--- config.mk ---
export PLATFORM = sky130hd
export DESIGN_NAME = timer_event_counter
export DESIGN_NICKNAME = d
export VERILOG_FILES = /design/src/rtl/timer_event_counter.sv
export SDC_FILE = /design/constraint.sdc
export NUM_CORES = 1
export LEC_CHECK = 0
export BUFFER_PORTS_ARGS = -buffer_cell sky130_fd_sc_hd__buf_2
export CORE_ASPECT_RATIO = 1.5
export CORE_MARGIN = 4
export CORE_UTILIZATION = 45
export DETAILED_ROUTE_END_ITERATION = 12
export GPL_ROUTABILITY_DRIVEN = 0
export PLACE_DENSITY = 0.7
export SYNTH_ARGS = -nofsm -noshare
export SYNTH_HDL_FRONTEND = slang
export SYNTH_SLANG_ARGS = --single-unit
--- constraint.sdc ---
create_clock -name clk_i -period 3.6 [get_ports clk_i]
set_input_delay 0.54 -clock clk_i [delete_from_list [all_inputs] [get_ports clk_i]]
set_output_delay 0.54 -clock clk_i [all_outputs]
set_load 0.01 [all_outputs]
--- src/rtl/timer_event_counter.sv ---
// ---------------------------------------------------------------------------
// timer_event_counter
//
// Counting stage that sits behind the timer input stage. A NUM_BITS counter
// is advanced by the per-cycle event qualifier. It runs between shadowed
// start/end thresholds in either a sawtooth shape or a triangle shape.
//
// Optional feature (macro TIMER_EVENT_COUNTER_PRESC_EN):
//   Adds an 8-bit event prescaler. The counter then steps once every
//   r_presc+1 qualified events. When the macro is undefined, cfg_presc_i is
//   ignored and every qualified event is a step.
//
// Ports:
//   clk_i          clock
//   rst_i          synchronous active-high reset
//   ctrl_active_i  counting enable; steps are ignored while low
//   ctrl_update_i  load shadow config and restart the counter at cfg_start_i
//   ctrl_rst_i     restart the counter at r_start, keeping the config
//   cfg_start_i    start threshold
//   cfg_end_i      end threshold
//   cfg_saw_i      1 = sawtooth, 0 = triangle
//   cfg_presc_i    event prescale value (optional feature only)
//   event_i        step qualifier from the input stage
//   counter_o      current count
//   direction_o    0 = counting up, 1 = counting down
//   end_o          registered one-cycle end-of-period pulse
// ---------------------------------------------------------------------------
module timer_event_counter #(
    parameter int NUM_BITS = 16
) (
    input  logic                clk_i,
    input  logic                rst_i,
    input  logic                ctrl_active_i,
    input  logic                ctrl_update_i,
    input  logic                ctrl_rst_i,
    input  logic [NUM_BITS-1:0] cfg_start_i,
    input  logic [NUM_BITS-1:0] cfg_end_i,
    input  logic                cfg_saw_i,
    input  logic [7:0]          cfg_presc_i,
    input  logic                event_i,
    output logic [NUM_BITS-1:0] counter_o,
    output logic                direction_o,
    output logic                end_o
);

    localparam logic [NUM_BITS-1:0] ONE = NUM_BITS'(1);

    logic [NUM_BITS-1:0] r_start;
    logic [NUM_BITS-1:0] r_end;
    logic                r_saw;
    logic [NUM_BITS-1:0] cnt;
    logic                dir;
    logic                end_q;
    logic                tick;
    logic                step;
    logic                tri_mode;

`ifdef TIMER_EVENT_COUNTER_PRESC_EN
    logic [7:0] r_presc;
    logic [7:0] presc_cnt;

    // The prescaler counts every qualified event. A tick occurs on the event
    // that finds the count equal to r_presc. The count then returns to 0.
    assign tick = (presc_cnt == r_presc);

    always_ff @(posedge clk_i) begin
        if (rst_i) begin
            r_presc   <= 8'd0;
            presc_cnt <= 8'd0;
        end else if (ctrl_update_i) begin
            r_presc   <= cfg_presc_i;
            presc_cnt <= 8'd0;
        end else if (ctrl_rst_i) begin
            presc_cnt <= 8'd0;
        end else if (ctrl_active_i && event_i) begin
            presc_cnt <= tick ? 8'd0 : presc_cnt + 8'd1;
        end
    end
`else
    logic [7:0] unused_presc;
    assign unused_presc = cfg_presc_i;
    assign tick         = 1'b1;
`endif

    assign step = ctrl_active_i & event_i & tick;

    // A degenerate triangle (start >= end) runs exactly like a sawtooth.
    assign tri_mode = !r_saw && (r_start < r_end);

    always_ff @(posedge clk_i) begin
        if (rst_i) begin
            r_start <= '0;
            r_end   <= '0;
            r_saw   <= 1'b1;
            cnt     <= '0;
            dir     <= 1'b0;
            end_q   <= 1'b0;
        end else if (ctrl_update_i) begin
            r_start <= cfg_start_i;
            r_end   <= cfg_end_i;
            r_saw   <= cfg_saw_i;
            cnt     <= cfg_start_i;   // new value, not the old shadow
            dir     <= 1'b0;
            end_q   <= 1'b0;
        end else if (ctrl_rst_i) begin
            cnt     <= r_start;
            dir     <= 1'b0;
            end_q   <= 1'b0;
        end else begin
            end_q <= 1'b0;
            if (step) begin
                if (!tri_mode) begin
                    dir <= 1'b0;
                    if (cnt == r_end) begin
                        cnt   <= r_start;
                        end_q <= 1'b1;
                    end else begin
                        cnt   <= cnt + ONE;   // wraps through all-ones when start > end
                    end
                end else if (!dir) begin
                    if (cnt == r_end) begin
                        dir <= 1'b1;
                        cnt <= cnt - ONE;
                    end else begin
                        cnt <= cnt + ONE;
                    end
                end else begin
                    if (cnt == r_start) begin
                        dir   <= 1'b0;
                        cnt   <= cnt + ONE;
                        end_q <= 1'b1;
                    end else begin
                        cnt   <= cnt - ONE;
                    end
                end
            end
        end
    end

    assign counter_o   = cnt;
    assign direction_o = dir;
    assign end_o       = end_q;

endmodule

==> run summary, run 1 <==
Worst Setup SP -> counter_o[11]
worst-margin pin slew -> 738 ps
TNS Setup -> 0 ps
fin crit share -> 84.7%
placed cells -> 670
final hold vios -> 0
RR Startpoint -> counter_o[11]
total global routing track utilization -> 23.0%
top-area cell type share of the netlist area -> 25.1%
die height -> 124 µm
first-pass GRT wire length -> 19,600 µm
pin count of the biggest net entering global routing -> 50
clock sinks -> 51
Max Fanout on Critical Path -> 23
initial cell density of the core -> 46.1%
I/O Buffers -> 56
Die Wd -> 85.7 µm
Routed Antenna Nets -> 0
Crit. End Element -> register
busiest grt layer -> met2
Core Area -> 0.00883 mm²
Post-synth EDFFs -> 0
die area -> 0.0107 mm²
area grow syn2layout -> 12.7%
Syn Nets -> 591
TritonCTS Buffers -> 5
GR Layer Usage met3 -> 2.85%
initial antenna violation count -> 0
Worst Setup EP -> counter_o[1]
Worst EP required -> 3760 ps
reg-to-reg endpoint -> counter_o[1]
Top-Level Pins -> 65
via/cell ratio -> 5.99
Power Dens Cells -> 359 mW/mm²
CP max stage delay -> 600 ps
XOR/XNOR share of the synthesized area -> 10.1%
Mapped Area -> 0.00407 mm²
fillers -> 881
Synth Area in Simple Gates -> 23.2%
DRT Pass-1 Iters -> 5
total gr overflow -> 0
RSZ-0062 raised after global routing -> false
GR Util met2 -> 38.4%
Crit. path cell count -> 8
clock skew -> 9.30 ps
R2R setup slack -> 550 ps
Finish-stage setup viols -> 0
Post-CTS Setup Repair Bufs -> 0
number of gates resized after CTS -> 0
fin crit period -> 3050 ps
WP data arrival -> 3210 ps
clock latency at the later pin of the worst-skew pair -> 290 ps
CTS Hold Bufs -> 0
antenna cells -> 0
biggest area consumer among synthesized cells -> dfxtp_1
worst-case reg-to-reg path depth -> 8
WP buf/inv -> 1
Synth Warn # -> 0
Slew headroom -> 50.7%
Root Driver -> clkbuf_16
asr flop ratio synth -> 0%
CP Class -> register to register
Synth Flop Type -> dfxtp_1
CP Cell Sequence -> xnor2_1, nand4_1, nor4_4, o22a_1, buf_4, a21boi_0, a2111oi_0, o22ai_1
initial DRC count -> 437
CP top delay family -> compound AO/OA/AOI/OAI gates
maximum clock rate -> 328 MHz
GR Layer Usage met1 -> 28.1%
DRC viols -> 0
Final Slew Violations -> 0
max_cap viols -> 0
vias -> 4,057
site row count -> 42
Commonest cells post-synth -> nor2_1 (59), dfxtp_1 (51), a21oi_1 (42)
status -> finished clean
post-synthesis sequential area ratio -> 25.1%
Post-Synth Adder-Cell Area -> 5.23%
crit path launch type -> register
register area -> 0.00102 mm²
H-Tree Depth -> 2
Final #Nets -> 631
Min Hold Slack -> 461 ps
Max Root-Sink Buffers -> 2
Slowest cell on crit path -> dfxtp_1
Hold Path Class -> input pin to register
final cell count without fillers -> 677
top post-synthesis cells by area -> dfxtp_1 (25%), mux2i_1 (8.9%), xnor2_1 (8.0%), nor2_1 (5.4%), ha_1 (5.2%)
Seq cells post-synth -> 51
CTS tree -> yes
Post-Route WL -> 12,300 µm
VDD IR-drop max -> 0.308 mV
footprint of the multi-input gates -> 0.00274 mm²
Mean Syn Cell Area -> 7.72 µm²
Worst-path clk slew -> 70 ps
Post-Syn Instances -> 527
vias in the first global route -> 3,780
complex-gate fraction of the synthesized area -> 19.2%
ratio of cells with drive above 1 in the final layout -> 16.9%
post-synthesis mux area share -> 9.59%
Wirelength per Cell -> 18.2 µm
Final HPWL DP -> 9070 µm
most common cell in the netlist -> nor2_1
Pleak -> 1.90 nW
main combinational cell family by area after synthesis -> simple AND/OR/NAND/NOR gates
Netlist cell types -> 61
-- per-stage QoR --
stage	power [mW]	worst slack, ps	area [µm²]	utilization [%]
3_5_place_dp	1.12	559	4430	50.1
3_3_place_gp	1.10	546	4430	50.1
5_1_grt	1.72	276	4590	51.9
4_1_cts	1.65	524	4590	51.9
6_report	1.65	552	4590	51.9
2_1_floorplan	0.973	977	4070	-
-- placed cells by master (no fill, tap or decap), drive strengths merged, types with 5 or more instances in the layout --
cell type and count:
nand3 11, nor2b 11, buf 75, inv 29, nor2 59, xnor2 38
a31oi 5, nor3 17, dfxtp 51, clkbuf 6, nand2 35, nor4 7
mux2i 36, nand2b 10, xor2 8, nand4 12, a211o 6, ha 17
o21ai 22, a21oi 42
-- worst min-delay path by stage --
stage	start	end	slack, ps	cells past startpoint
finish	cfg_saw_i	r_saw	460	2
global route	cfg_saw_i	r_saw	470	2
CTS	cfg_saw_i	r_saw	460	2
detailed placement	r_start[0]	r_start[0]	530	2
global placement	r_end[6]	r_end[6]	520	2
floorplan	r_start[0]	r_start[0]	490	2
-- report_power, final --
group          internal, mW  switching (mW)
Sequential            0.602          0.0684
Combinational         0.190           0.250
Clock                 0.325           0.211
-- cell type report --
type	instances	area share [%]
Sequential cell	51	22.3
Timing Repair Buffer	75	9.22
Multi-Input combinational cell	405	59.7
Clock buffer	6	2.81
Clock inverter	1	0.655
Inverter	29	2.37
Tap cell	110	3.00
-- per-layer routing --
| metal | wire length, µm | share of wire, % |
|---|---|---|
| met4 | 612 | 5.0 |
| met2 | 6140 | 50 |
| met5 | 0 | 0 |
| met3 | 632 | 5.1 |
| met1 | 4920 | 40 |
-- flip-flops by register name, summed over array words and instances, names as in the netlist --
signal / count
r_end: 16
r_start: 16
direction_o: 1
counter_o: 16
r_saw: 1
end_o: 1
-- logic make-up (layout without fill, tap and decap cells) --
kind of cell | after synthesis | after routing
xor gates and xnor gates | 46 | 46
DFF | 51 | 51
and+or+nand+nor | 186 | 186
muxes | 38 | 38
AOI/OAI and AO/OA | 118 | 118
buffers and inverters | 71 | 111
adders and majority gates | 17 | 17
Power figures use the tool's default switching activity.
==> run 2, diff against run 1 <==
==> constraint.sdc (replaced) <==
create_clock -name clk_i -period 2.89 [get_ports clk_i]
set_input_delay 0.4335 -clock clk_i [delete_from_list [all_inputs] [get_ports clk_i]]
set_output_delay 0.4335 -clock clk_i [all_outputs]
set_load 0.01 [all_outputs]
==> run summary, run 2 (synthesized netlist as in run 1, its figures left out) <==
die area -> 0.0107 mm²
Min Hold Slack -> 353 ps
Max Root-Sink Buffers -> 2
Die Wd -> 85.7 µm
DRT Pass-1 Iters -> 5
clock sinks -> 51
Worst EP required -> 3090 ps
Place WS -> 94.5 ps
vias in the first global route -> 4,033
DRC viols -> 0
H-Tree Depth -> 2
Final HPWL DP -> 9560 µm
I/O Buffers -> 56
Finish-stage setup viols -> 0
Crit. End Element -> register
final setup margin -> 99.5 ps
final hold vios -> 0
Top-Level Pins -> 65
Root Driver -> clkbuf_16
initial antenna violation count -> 0
total gr overflow -> 0
Max Fanout on Critical Path -> 12
Pleak -> 2.06 nW
Tot Pwr -> 2.03 mW
CTS Hold Bufs -> 0
Worst-path clk slew -> 70 ps
Power Dens Cells -> 418 mW/mm²
maximum clock rate -> 358 MHz
antenna cells -> 0
initial cell density of the core -> 46.1%
Core Area -> 0.00883 mm²
via/cell ratio -> 5.83
TritonCTS Buffers -> 5
area grow syn2layout -> 19.1%
placed instance area -> 0.00463 mm²
Routed Antenna Nets -> 0
worst-margin pin slew -> 537 ps
Hold Path Class -> input pin to register
fin crit share -> 96.6%
crit path launch type -> register
Final #Nets -> 663
pin count of the biggest net entering global routing -> 37
commonest cells after routing, fill and taps aside -> nor2_1 (58), buf_2 (57), dfxtp_1 (51)
total global routing track utilization -> 23.6%
clock skew -> 11.4 ps
commonest non-fill, non-tap cell in the layout -> nor2_1
WP data arrival -> 2990 ps
post-layout util -> 54.9%
CTS tree -> yes
ratio of cells with drive above 1 in the final layout -> 22.1%
die height -> 124 µm
Wirelength per Cell -> 17.9 µm
status -> finished clean
clock latency at the later pin of the worst-skew pair -> 300 ps
fin crit period -> 2790 ps
initial DRC count -> 458
Post-Route WL -> 12,700 µm
Final Slew Violations -> 0
Final Cell Area -> 0.00485 mm²
Slew headroom -> 63.9%
site row count -> 42
max_cap viols -> 0
VDD IR-drop max -> 0.327 mV
first-pass GRT wire length -> 20,000 µm
vias -> 4,127
CP Class -> register to register
-- run 2: stage by stage --
stage                     cells  setup TNS, ps
after CTS                   701              0
after detailed placement    695              0
after global placement      695              0
after floorplan             527              0
after global routing        708          -5.54
final                       708              0
-- run 2: cell type report --
type / instances / area (µm²)
Timing Repair Buffer: 107 / 681
Multi-Input combinational cell: 405 / 2770
Clock buffer: 6 / 129
Inverter: 29 / 109
Fill cell: 846 / 3980
Sequential cell: 51 / 1020
Tap cell: 110 / 138
-- run 2: final timing paths --
kind | slack [ps] | to | startpoint | cells past startpoint
max | 100 | counter_o[15] | counter_o[6] | 8
min | 350 | r_saw | cfg_saw_i | 2
max reg2reg | 100 | counter_o[15] | counter_o[6] | 8
min reg2reg | 540 | r_start[0] | r_start[0] | 2
-- run 2: timing repair --
action | in CTS | in global routing
endpoints found under the setup margin | 0 | 11
gates resized for setup | 0 | 12
setup buffers | 0 | 6
endpoints found under the hold margin | 0 | 0
-- run 2: routing by layer --
metal	vias up	wire length [µm]	track usage, %	part of all wire (%)
met5	-	0	0	0
met3	40	759	3.38	6.0
met1	1913	4900	27.8	39
met4	0	545	11.2	4.3
met2	172	6480	41.0	51
li1	2002	-	-	-
-- run 2: where the power goes --
part,internal [mW],switching (mW)
combinational,0.287,0.358
sequential,0.750,0.0586
clock,0.313,0.260
-- run 2: worst max-delay path: stages, from the launching register on --
cell and delay, ps:
dfxtp_1 370, buf_4 200, or4_1 580, nor4_1 350
nand3_1 160, nor4_1 440, xor2_1 230, o22ai_1 120
o31ai_1 230
==> run 3, diff against run 2 <==
--- a/config.mk
+++ b/config.mk
@@ -5,13 +5,14 @@
 export SDC_FILE = /design/constraint.sdc
 export NUM_CORES = 1
 export LEC_CHECK = 0
+export ABC_AREA = 1
 export BUFFER_PORTS_ARGS = -buffer_cell sky130_fd_sc_hd__buf_2
 export CORE_ASPECT_RATIO = 1.5
 export CORE_MARGIN = 4
 export CORE_UTILIZATION = 45
 export DETAILED_ROUTE_END_ITERATION = 12
 export GPL_ROUTABILITY_DRIVEN = 0
-export PLACE_DENSITY = 0.7
+export PLACE_DENSITY = 0.69
 export SYNTH_ARGS = -nofsm -noshare
 export SYNTH_HDL_FRONTEND = slang
 export SYNTH_SLANG_ARGS = --single-unit
==> run summary, run 3 <==
Final #Nets -> 819
die area -> 0.0112 mm²
Post-synth EDFFs -> 0
Wirelength per Cell -> 14.9 µm
Mapped Area -> 0.00431 mm²
number of gates resized after CTS -> 0
commonest non-fill, non-tap cell in the layout -> nand2_1
placed instance area -> 0.00459 mm²
post-synthesis sequential area ratio -> 23.7%
commonest cells after routing, fill and taps aside -> nand2_1 (234), a21oi_1 (60), inv_1 (59)
Finish-stage setup viols -> 0
Post-Route WL -> 13,000 µm
Power Dens Cells -> 431 mW/mm²
Netlist cell types -> 36
Mean Syn Cell Area -> 6.02 µm²
via/cell ratio -> 5.40
Synth Flop Type -> dfxtp_1
clock skew -> 3.43 ps
Die Wd -> 87.9 µm
fin crit period -> 2310 ps
asr flop ratio synth -> 0%
Core Area -> 0.00931 mm²
biggest area consumer among synthesized cells -> dfxtp_1
I/O Buffers -> 56
site row count -> 43
pin count of the biggest net entering global routing -> 49
CP Class -> register to register
post-layout util -> 50.8%
fin crit share -> 79.9%
Root Driver -> clkbuf_16
first-pass GRT wire length -> 21,100 µm
TritonCTS Buffers -> 5
final cell count without fillers -> 868
Min Hold Slack -> 353 ps
Top-Level Pins -> 65
TNS Setup -> 0 ps
R2R setup slack -> 580 ps
top-area cell type share of the netlist area -> 23.7%
Pleak -> 2.24 nW
die height -> 128 µm
Commonest cells post-synth -> nand2_1 (234), a21oi_1 (60), inv_1 (59)
total global routing track utilization -> 23.8%
status -> finished clean
most common cell in the netlist -> nand2_1
initial antenna violation count -> 0
total gr overflow -> 0
Post-Syn Instances -> 716
Seq cells post-synth -> 51
Hold Path Class -> input pin to register
Crit. End Element -> register
vias in the first global route -> 4,533
DRT Pass-1 Iters -> 6
RSZ-0062 raised after global routing -> false
CTS tree -> yes
placed cells -> 860
antenna cells -> 0
area grow syn2layout -> 9.81%
H-Tree Depth -> 2
clock sinks -> 51
crit path launch type -> register
Final HPWL DP -> 9520 µm
Place WS -> 684 ps
final hold vios -> 0
top post-synthesis cells by area -> dfxtp_1 (24%), nand2_1 (20%), a21oi_1 (7.0%), o21ai_0 (6.3%), inv_1 (5.1%)
Tot Pwr -> 2.04 mW
initial DRC count -> 345
worst-margin pin slew -> 648 ps
DRC viols -> 0
vias -> 4,689
Worst-path clk slew -> 70 ps
fillers -> 1,015
initial cell density of the core -> 46.3%
ratio of cells with drive above 1 in the final layout -> 16.8%
clock latency at the later pin of the worst-skew pair -> 300 ps
Synth Warn # -> 0
Post-CTS Setup Repair Bufs -> 0
WP data arrival -> 2490 ps
max_cap viols -> 0
Final Slew Violations -> 0
Slew headroom -> 56.7%
VDD IR-drop max -> 0.260 mV
Worst EP required -> 3070 ps
Syn Nets -> 780
Max Fanout on Critical Path -> 16
Routed Antenna Nets -> 0
Max Root-Sink Buffers -> 2
Final Cell Area -> 0.00473 mm²
maximum clock rate -> 433 MHz
CTS Hold Bufs -> 0
final setup margin -> 581 ps
## run 3: cell types whose count changed in the layout (fill, tap and decap cells not counted), sizes merged, moves of 37 or more
cell and change:
nand3 +37, buf -43, inv +47, o21ai +47
nand2 +212, xnor2 -38
## run 3: metal layers
metal  track usage, %  up-vias  routed length [µm]
met4             12.6        0                 566
met1             25.6     2139                5060
li1                 -     2385                   -
met5                0        -                   0
met2             44.0      122                6850
met3             2.89       43                 488
## run 3: worst max-delay path: stages (launching register included)
cell and delay [ps]:
dfxtp_1 330, inv_1 70, ha_1 290, nand2_1 60, inv_1 30, o21ai_0 160, nand2_1 120, a21oi_1 180
nand3_2 100, inv_1 450, nand3_1 140, nand3_1 170, a21oi_1 80
## run 3: cells by family (layout without fill, tap and decap cells)
logic type	after synthesis	in the layout	share of synthesized area, %
adders and majority gates	17	17	4.94
buffers and inverters	111	151	11.5
xor gates and xnor gates	17	17	3.46
DFF	51	51	23.7
and+or+nand+nor	370	370	37.0
AOI/OAI and AO/OA	150	150	19.4
## run 3: path summary, 6_finish.rpt
check / from / endpoint / cells after the start
worst max-delay path: r_end[13] / counter_o[8] / 12
worst max register to register: r_end[13] / counter_o[8] / 12
worst min-delay path: cfg_saw_i / r_saw / 3
worst min register to register: r_end[11] / r_end[11] / 2
## run 3: final cells by class
| class | count | area [µm²] | area share, % |
|---|---|---|---|
| Tap cell | 112 | 140 | 2.96 |
| Multi-Input combinational cell | 554 | 2790 | 59.0 |
| Clock inverter | 1 | 5.00 | 0.106 |
| Clock buffer | 7 | 133 | 2.80 |
| Sequential cell | 51 | 1020 | 21.6 |
| Timing Repair Buffer | 64 | 340 | 7.19 |
| Inverter | 79 | 300 | 6.35 |
## run 3: where the power goes
group | switching (mW) | internal, mW | total [mW] | leakage, nW
logic | 0.395 | 0.227 | 0.622 | 1.75
clock network | 0.272 | 0.321 | 0.593 | 0.0679
registers | 0.0742 | 0.751 | 0.825 | 0.422
